==> src/rtl/uart_receiver.sv <==
// 8N1 serial receiver: two-flop synchroniser, mid-bit sampling FSM,
// byte holding register with valid flag, sticky framing/overrun flags.
module uart_receiver #(
    parameter int CLKS_PER_BIT = 16
) (
    input  logic       clk,
    input  logic       reset,
    input  logic       rxd,
    input  logic       rx_ack,
    output logic [7:0] rx_data,
    output logic       rx_valid,
    output logic       frame_err,
    output logic       overrun,
    output logic       busy
);

    localparam int HALF_BIT = CLKS_PER_BIT / 2;
    localparam int CW = $clog2(CLKS_PER_BIT);
    localparam logic [CW-1:0] HALF_LAST = CW'(HALF_BIT - 1);
    localparam logic [CW-1:0] BIT_LAST = CW'(CLKS_PER_BIT - 1);
    localparam logic [CW-1:0] CNT_ONE = {{(CW-1){1'b0}}, 1'b1};

    typedef enum logic [1:0] {
        IDLE,
        START,
        DATA,
        STOP
    } state_t;

    state_t state;
    state_t state_n;

    logic [1:0]    sync;
    logic          rxd_s;
    logic [CW-1:0] cnt;
    logic [2:0]    bit_idx;
    logic [7:0]    shift;
    logic          half_hit;
    logic          bit_hit;

    assign rxd_s = sync[1];

    // Current-state register.
    always_ff @(posedge clk) begin
        if (reset) begin
            state <= IDLE;
        end else begin
            state <= state_n;
        end
    end

    // Next-state decode from the synchronised line and the cycle counter.
    always_comb begin
        state_n  = state;
        half_hit = (cnt == HALF_LAST);
        bit_hit  = (cnt == BIT_LAST);
        unique case (state)
            IDLE: begin
                if (!rxd_s) state_n = START;
            end
            START: begin
                // A line that is high again at mid start bit was only a glitch.
                if (half_hit) state_n = rxd_s ? IDLE : DATA;
            end
            DATA: begin
                if (bit_hit && bit_idx == 3'd7) state_n = STOP;
            end
            STOP: begin
                // Leave at mid stop bit so a back-to-back start edge is seen.
                if (bit_hit) state_n = IDLE;
            end
            default: state_n = IDLE;
        endcase
    end

    // Synchroniser, counters, shifter and the byte/flag holding registers.
    always_ff @(posedge clk) begin
        if (reset) begin
            sync      <= 2'b11;
            cnt       <= '0;
            bit_idx   <= '0;
            shift     <= '0;
            rx_data   <= '0;
            rx_valid  <= 1'b0;
            frame_err <= 1'b0;
            overrun   <= 1'b0;
            busy      <= 1'b0;
        end else begin
            sync <= {sync[0], rxd};
            busy <= (state_n != IDLE);

            if (state == IDLE || state_n != state) begin
                cnt <= '0;
            end else if (state == DATA && bit_hit) begin
                cnt <= '0;
            end else begin
                cnt <= cnt + CNT_ONE;
            end

            if (state == START && state_n == DATA) begin
                bit_idx <= '0;
            end

            if (state == DATA && bit_hit) begin
                shift   <= {rxd_s, shift[7:1]};
                bit_idx <= bit_idx + 3'd1;
            end

            if (rx_ack) begin
                rx_valid  <= 1'b0;
                frame_err <= 1'b0;
                overrun   <= 1'b0;
            end

            // Later assignments win over the ack clears above.
            if (state == STOP && bit_hit) begin
                if (rxd_s) begin
                    rx_data  <= shift;
                    rx_valid <= 1'b1;
                    if (rx_valid && !rx_ack) overrun <= 1'b1;
                end else begin
                    frame_err <= 1'b1;
                end
            end
        end
    end

endmodule

==> config.mk <==
export PLATFORM = sky130hd
export DESIGN_NAME = uart_receiver
export DESIGN_NICKNAME = d
export VERILOG_FILES = /design/src/rtl/uart_receiver.sv
export SDC_FILE = /design/constraint.sdc
export NUM_CORES = 1
export LEC_CHECK = 0
export CAP_MARGIN = 20
export CORE_MARGIN = 3
export CORE_UTILIZATION = 57
export CTS_CLUSTER_DIAMETER = 50
export DETAILED_ROUTE_END_ITERATION = 12
export PLACE_DENSITY = 0.88
export SLEW_MARGIN = 20
export SYNTH_ARGS = -nofsm -noshare
export SYNTH_HDL_FRONTEND = slang
export SYNTH_SLANG_ARGS = --single-unit
==> constraint.sdc <==
create_clock -name clk -period 3.5 [get_ports clk]
set_input_delay 0.7 -clock clk [delete_from_list [all_inputs] [get_ports clk]]
set_output_delay 0.7 -clock clk [all_outputs]
set_load 0.1 [all_outputs]
* Yosys cells after proc, flatten, opt, wreduce, memory -nomap -nowiden
Cells that the tools add are included.
** Storage, ports and cells
- Register bits after elaboration :: 31
- Input port bits :: 4
- Output and inout bits :: 12
- Word-level logic and storage cells :: 50
** Cells by class
- Add/subtract/negate cells :: 2
- Equal/unequal tests :: 8
- Muxes and demuxes :: 18
- Reductions and logical operators :: 12
** Operators by type and width (number)
- $mux 1 :: 10
- $mux 2 :: 5
- $pmux 2 s4 :: 1
- $eq 2x2->1 const B :: 3
- $mux 3 :: 2
- $logic_and 1x1->1 :: 5
- $add 4x1->4 const B :: 1
- $eq 4x3->1 const B :: 1
- $eq 4x4->1 const B :: 1
- $reduce_bool 2->1 :: 2
- $add 3x1->3 const B :: 1
- $eq 3x3->1 const B :: 1
- $reduce_or 3->1 :: 1
- $eq 2x1->1 const B :: 1
- $logic_not 2->1 :: 1
- $ne 2x2->1 :: 1
- $reduce_and 2->1 :: 1
- $logic_not 1->1 :: 1
- $logic_or 1x1->1 :: 1

* Depth between registers and ports, before layout
- Depth after elaboration :: 8
- Depth in mapped cells :: 5

* Least setup slack after synthesis
No wires, ideal clock.
- Kind :: reg2out
- From :: register rx_valid
- To :: output rx_valid
- Arrival time :: 0.934 ns
- Data required time :: 2.800 ns
- Slack :: 1.866 ns
- Stages on the path, launching flop included :: 1
- Cells stage by stage :: dfxtp_1
** RTL lines
- start: declaration :: line 11 : output logic rx_valid,
- start signal: assignment :: line 84 : rx_valid <= 1'b0;
- start signal: assignment :: line 110 : rx_valid <= 1'b0;
- start signal: assignment :: line 119 : rx_valid <= 1'b1;
No word-level cell between the ends.

* Worst setup path in the final report
- From :: register rx_valid
- To :: output rx_valid
No word-level cell between the ends.

==> key figures <==
GRT
  • Vias in the first global route: 1,037
  • First-pass GRT wire length: 4291 um
  • Total congestion overflow: 0
  • Total Routing Usage GR: between 20% and 30%
  • Largest net degree at the start of global routing: 25
  • Initial antenna violation count: 0

Timing
  • Final slew viol count: 0
  • Max Fclk: 394.0 MHz
  • Minimum clock period: 2538 ps
  • Clock Skews: 6.429 ps
  • Slew @ Worst Pin: around 970 ps
  • Setup TNS: 0 ps
  • Hold Violations, Final: 0
  • RSZ-0062 raised after global routing: false
  • Final period util: 72.51%
  • Slew headroom: around a third
  • Setup violators final: 0
  • Fin worst setup slack: 962.1 ps

Synth
  • Yosys reg bits: 31
  • Synth cell types: 36
  • Yosys top cell area share: approximately half
  • Syn Std Cell Area: between 1000 and 1500 sq um
  • Cells after Synth: 144
  • Synthesis Warnings: 0
  • Area contributors post-synth: dfxtp_1 (49%), a21oi_1 (7.9%), nand3_1 (7.1%)
  • Register area share after synthesis: between 40 and 50%
  • Post-synthesis area per instance: 8.837 sq um
  • Post-synth top area cell: dfxtp_1
  • Syn_nets: between 150 and 200

Clocking
  • CTS Buf Count: 5
  • Clock Path Buffers: 2
  • Clock Latency Late Sink: 330 ps
  • CTS tree: built
  • Post-CTS setup buffers: 0
  • Cts hold-fix bufs: 0
  • Root Buffer: clkbuf_4
  • H-tree levels: 2
  • Clock sinks: 31
  • Clock transition at path regs: roughly 90 ps
  • Post-CTS Resized: 0

Finish
  • # diodes: 0
  • Multi-input combinational cell area: 574.3 sq um
  • Fill cells: 173
  • Final Util: 72.00%
  • Register area: 620.6 sq um
  • Area grow syn2layout: 15.54%
  • Layout cells sized above 1: between 8 and 9%
  • Nets@finish: 162

Power and ir drop
  • Pwr/cell area: 421.7 nW/um^2
  • Max VDD drop: 0.3243 mV
  • Leak: 0.5033 nW
  • Final Power: 0.6199 mW

Placement
  • GP Congestion: 0.7749
  • I/O Buffers: 15
  • Detailed Place HPWL: 1627 um
  • Pre-CTS setup slack: ~1300 ps

Route
  • DRC marker count from the first detailed-route iteration: 35
  • Vias: roughly 1,100
  • Post-DRT Antenna Nets: 0
  • Router iterations before antenna repair: 4
  • Routed WL per cell: approximately 13 um
  • Post-Route WL: 2418 um
  • Vias per Instance: 5.907
  • DRC: 0

Min path
  • HP Class: reg -> reg
  • Hold Crit Depth: 1

Setup path
  • Worst endpoint data arrival time: roughly 1800 ps
  • Top delay family on crit path: buffers and inverters
  • CP Depth: 1
  • Critical Path, Cell by Cell: clkdlybuf4s50_1
  • Crit-path max FO: 3
  • Max incr delay on CP: 1140 ps
  • Slowest cell on crit path: clkdlybuf4s50_1
  • WP data required: 2800 ps
  • Worst setup SP type: flip-flop
  • R2R cell count: 4
  • CP Class: reg -> out
  • Critical Path Sink Type: primary output
  • CP bufs+invs: 1

Floorplan
  • I/O pins: 16
  • Die Span X: 53.25 um
  • Core Rows: 16
  • Die height: 53.25 um
  • Placeable Area: approximately 2000 sq um
  • Area of the die: 2836 sq um
  • Initial core utilization: between 60% and 70%

Run
  • Max cap viols: 0

Run status
  • Status: finished clean
## path summary, 6_finish.rpt
check                                          from                      end  slack [ps]
worst max-delay path            rx_valid$_SDFF_PP0_                 rx_valid         960
worst min-delay path             sync[0]$_SDFF_PP1_       sync[1]$_SDFF_PP1_         440
worst min register to register   sync[0]$_SDFF_PP1_       sync[1]$_SDFF_PP1_         440
worst max register to register    cnt[0]$_SDFF_PP0_  bit_idx[0]$_SDFFE_PP0P_        1720
## power by group
part           internal [mW]  switching, mW  total, mW
Sequential             0.355        0.00431      0.359
Combinational        0.00900         0.0172     0.0262
Clock                  0.118          0.116      0.234
Total                  0.482          0.138      0.620
## area by class of cell
cell class | count | share of cell area (%)
sequential | 31 | 42.21
multi-input combinational | 97 | 39.06
timing repair buffer | 16 | 10.72
clock buffer | 8 | 4.681
tap | 27 | 2.298
inverter | 4 | 1.021
## routing by layer
metal	up-vias	track usage (%)	wire length, um
li1	539	-	-
met1	498	23.91	1105
met2	38	33.67	1129
met3	6	8.169	151
met4	0	9.787	30
met5	-	0	0
## cells by family (layout without fill, tap and decap cells)
group                      Yosys count  in the layout  share of synthesized area, %
DFF                                 31             31                         48.77
and+or+nand+nor                     42             42                         18.39
buffers and inverters               16             28                         6.096
xor gates and xnor gates             3              3                         2.065
AOI/OAI and AO/OA                   49             49                         21.73
adders and majority gates            3              3                         2.950
## sequential cells by signal (all words and copies together), names as in the netlist
| register | count |
|---|---|
| rx_data | 8 |
| overrun | 1 |
| cnt | 4 |
| frame_err | 1 |
| state | 2 |
| sync | 2 |
| shift | 8 |
| busy | 1 |
| bit_idx | 3 |
| rx_valid | 1 |
## metrics by stage
step | instance area (sq um) | instances | hold slack, ps
final | 1470 | 183 | 439.0
after CTS | 1470 | 183 | 442.2
after floorplan | 1272 | 144 | 389.5
after detailed placement | 1401 | 175 | 415.8
after global routing | 1470 | 183 | 481.9
after global placement | 1401 | 175 | 393.5
## Yosys cell counts
cell type / instances
buf_4: 1
nor2_1: 5
buf_6: 1
o311ai_1: 1
xor2_1: 2
inv_1: 4
o31a_1: 1
nand4_2: 1
ha_1: 3
clkbuf_1: 5
xnor2_1: 1
a41o_1: 1
o21bai_1: 1
nor3_1: 1
nand2b_1: 1
a211oi_1: 1
o21ai_0: 8
and2_1: 2
a311oi_1: 1
dfxtp_1: 31
a21oi_2: 1
nand3_1: 18
o221ai_1: 1
nand2_1: 4
or2_2: 2
or3_1: 1
nand3b_1: 1
or4b_4: 1
and4_1: 1
o21ai_1: 11
a31oi_1: 2
or2_1: 1
buf_2: 5
nor2b_1: 1
a21oi_1: 20
nand4_1: 2
## layout by cell type (no fill, tap or decap)
cell | synthesis | layout
a41o_1 | 1 | 1
o21ai_0 | 8 | 8
or2_1 | 1 | 1
or2_2 | 2 | 2
nand3b_1 | 1 | 1
nand2b_1 | 1 | 1
o311ai_1 | 1 | 1
a211oi_1 | 1 | 1
nand2_1 | 4 | 4
nor2_1 | 5 | 5
clkbuf_8 | 0 | 2
xnor2_1 | 1 | 1
nor2b_1 | 1 | 1
o31a_1 | 1 | 1
a311oi_1 | 1 | 1
a21oi_2 | 1 | 1
nor3_1 | 1 | 1
clkbuf_4 | 0 | 5
dfxtp_1 | 31 | 31
or3_1 | 1 | 1
and4_1 | 1 | 1
xor2_1 | 2 | 2
nand3_1 | 18 | 18
a31oi_1 | 2 | 2
o21bai_1 | 1 | 1
o221ai_1 | 1 | 1
or4b_4 | 1 | 1
ha_1 | 3 | 3
clkbuf_1 | 5 | 1
nand4_1 | 2 | 2
nand4_2 | 1 | 1
inv_1 | 4 | 4
clkdlybuf4s50_1 | 0 | 15
and2_1 | 2 | 2
a21oi_1 | 20 | 20
o21ai_1 | 11 | 11
buf_4 | 1 | 1
No activity file was read; power rests on OpenSTA's default activity.
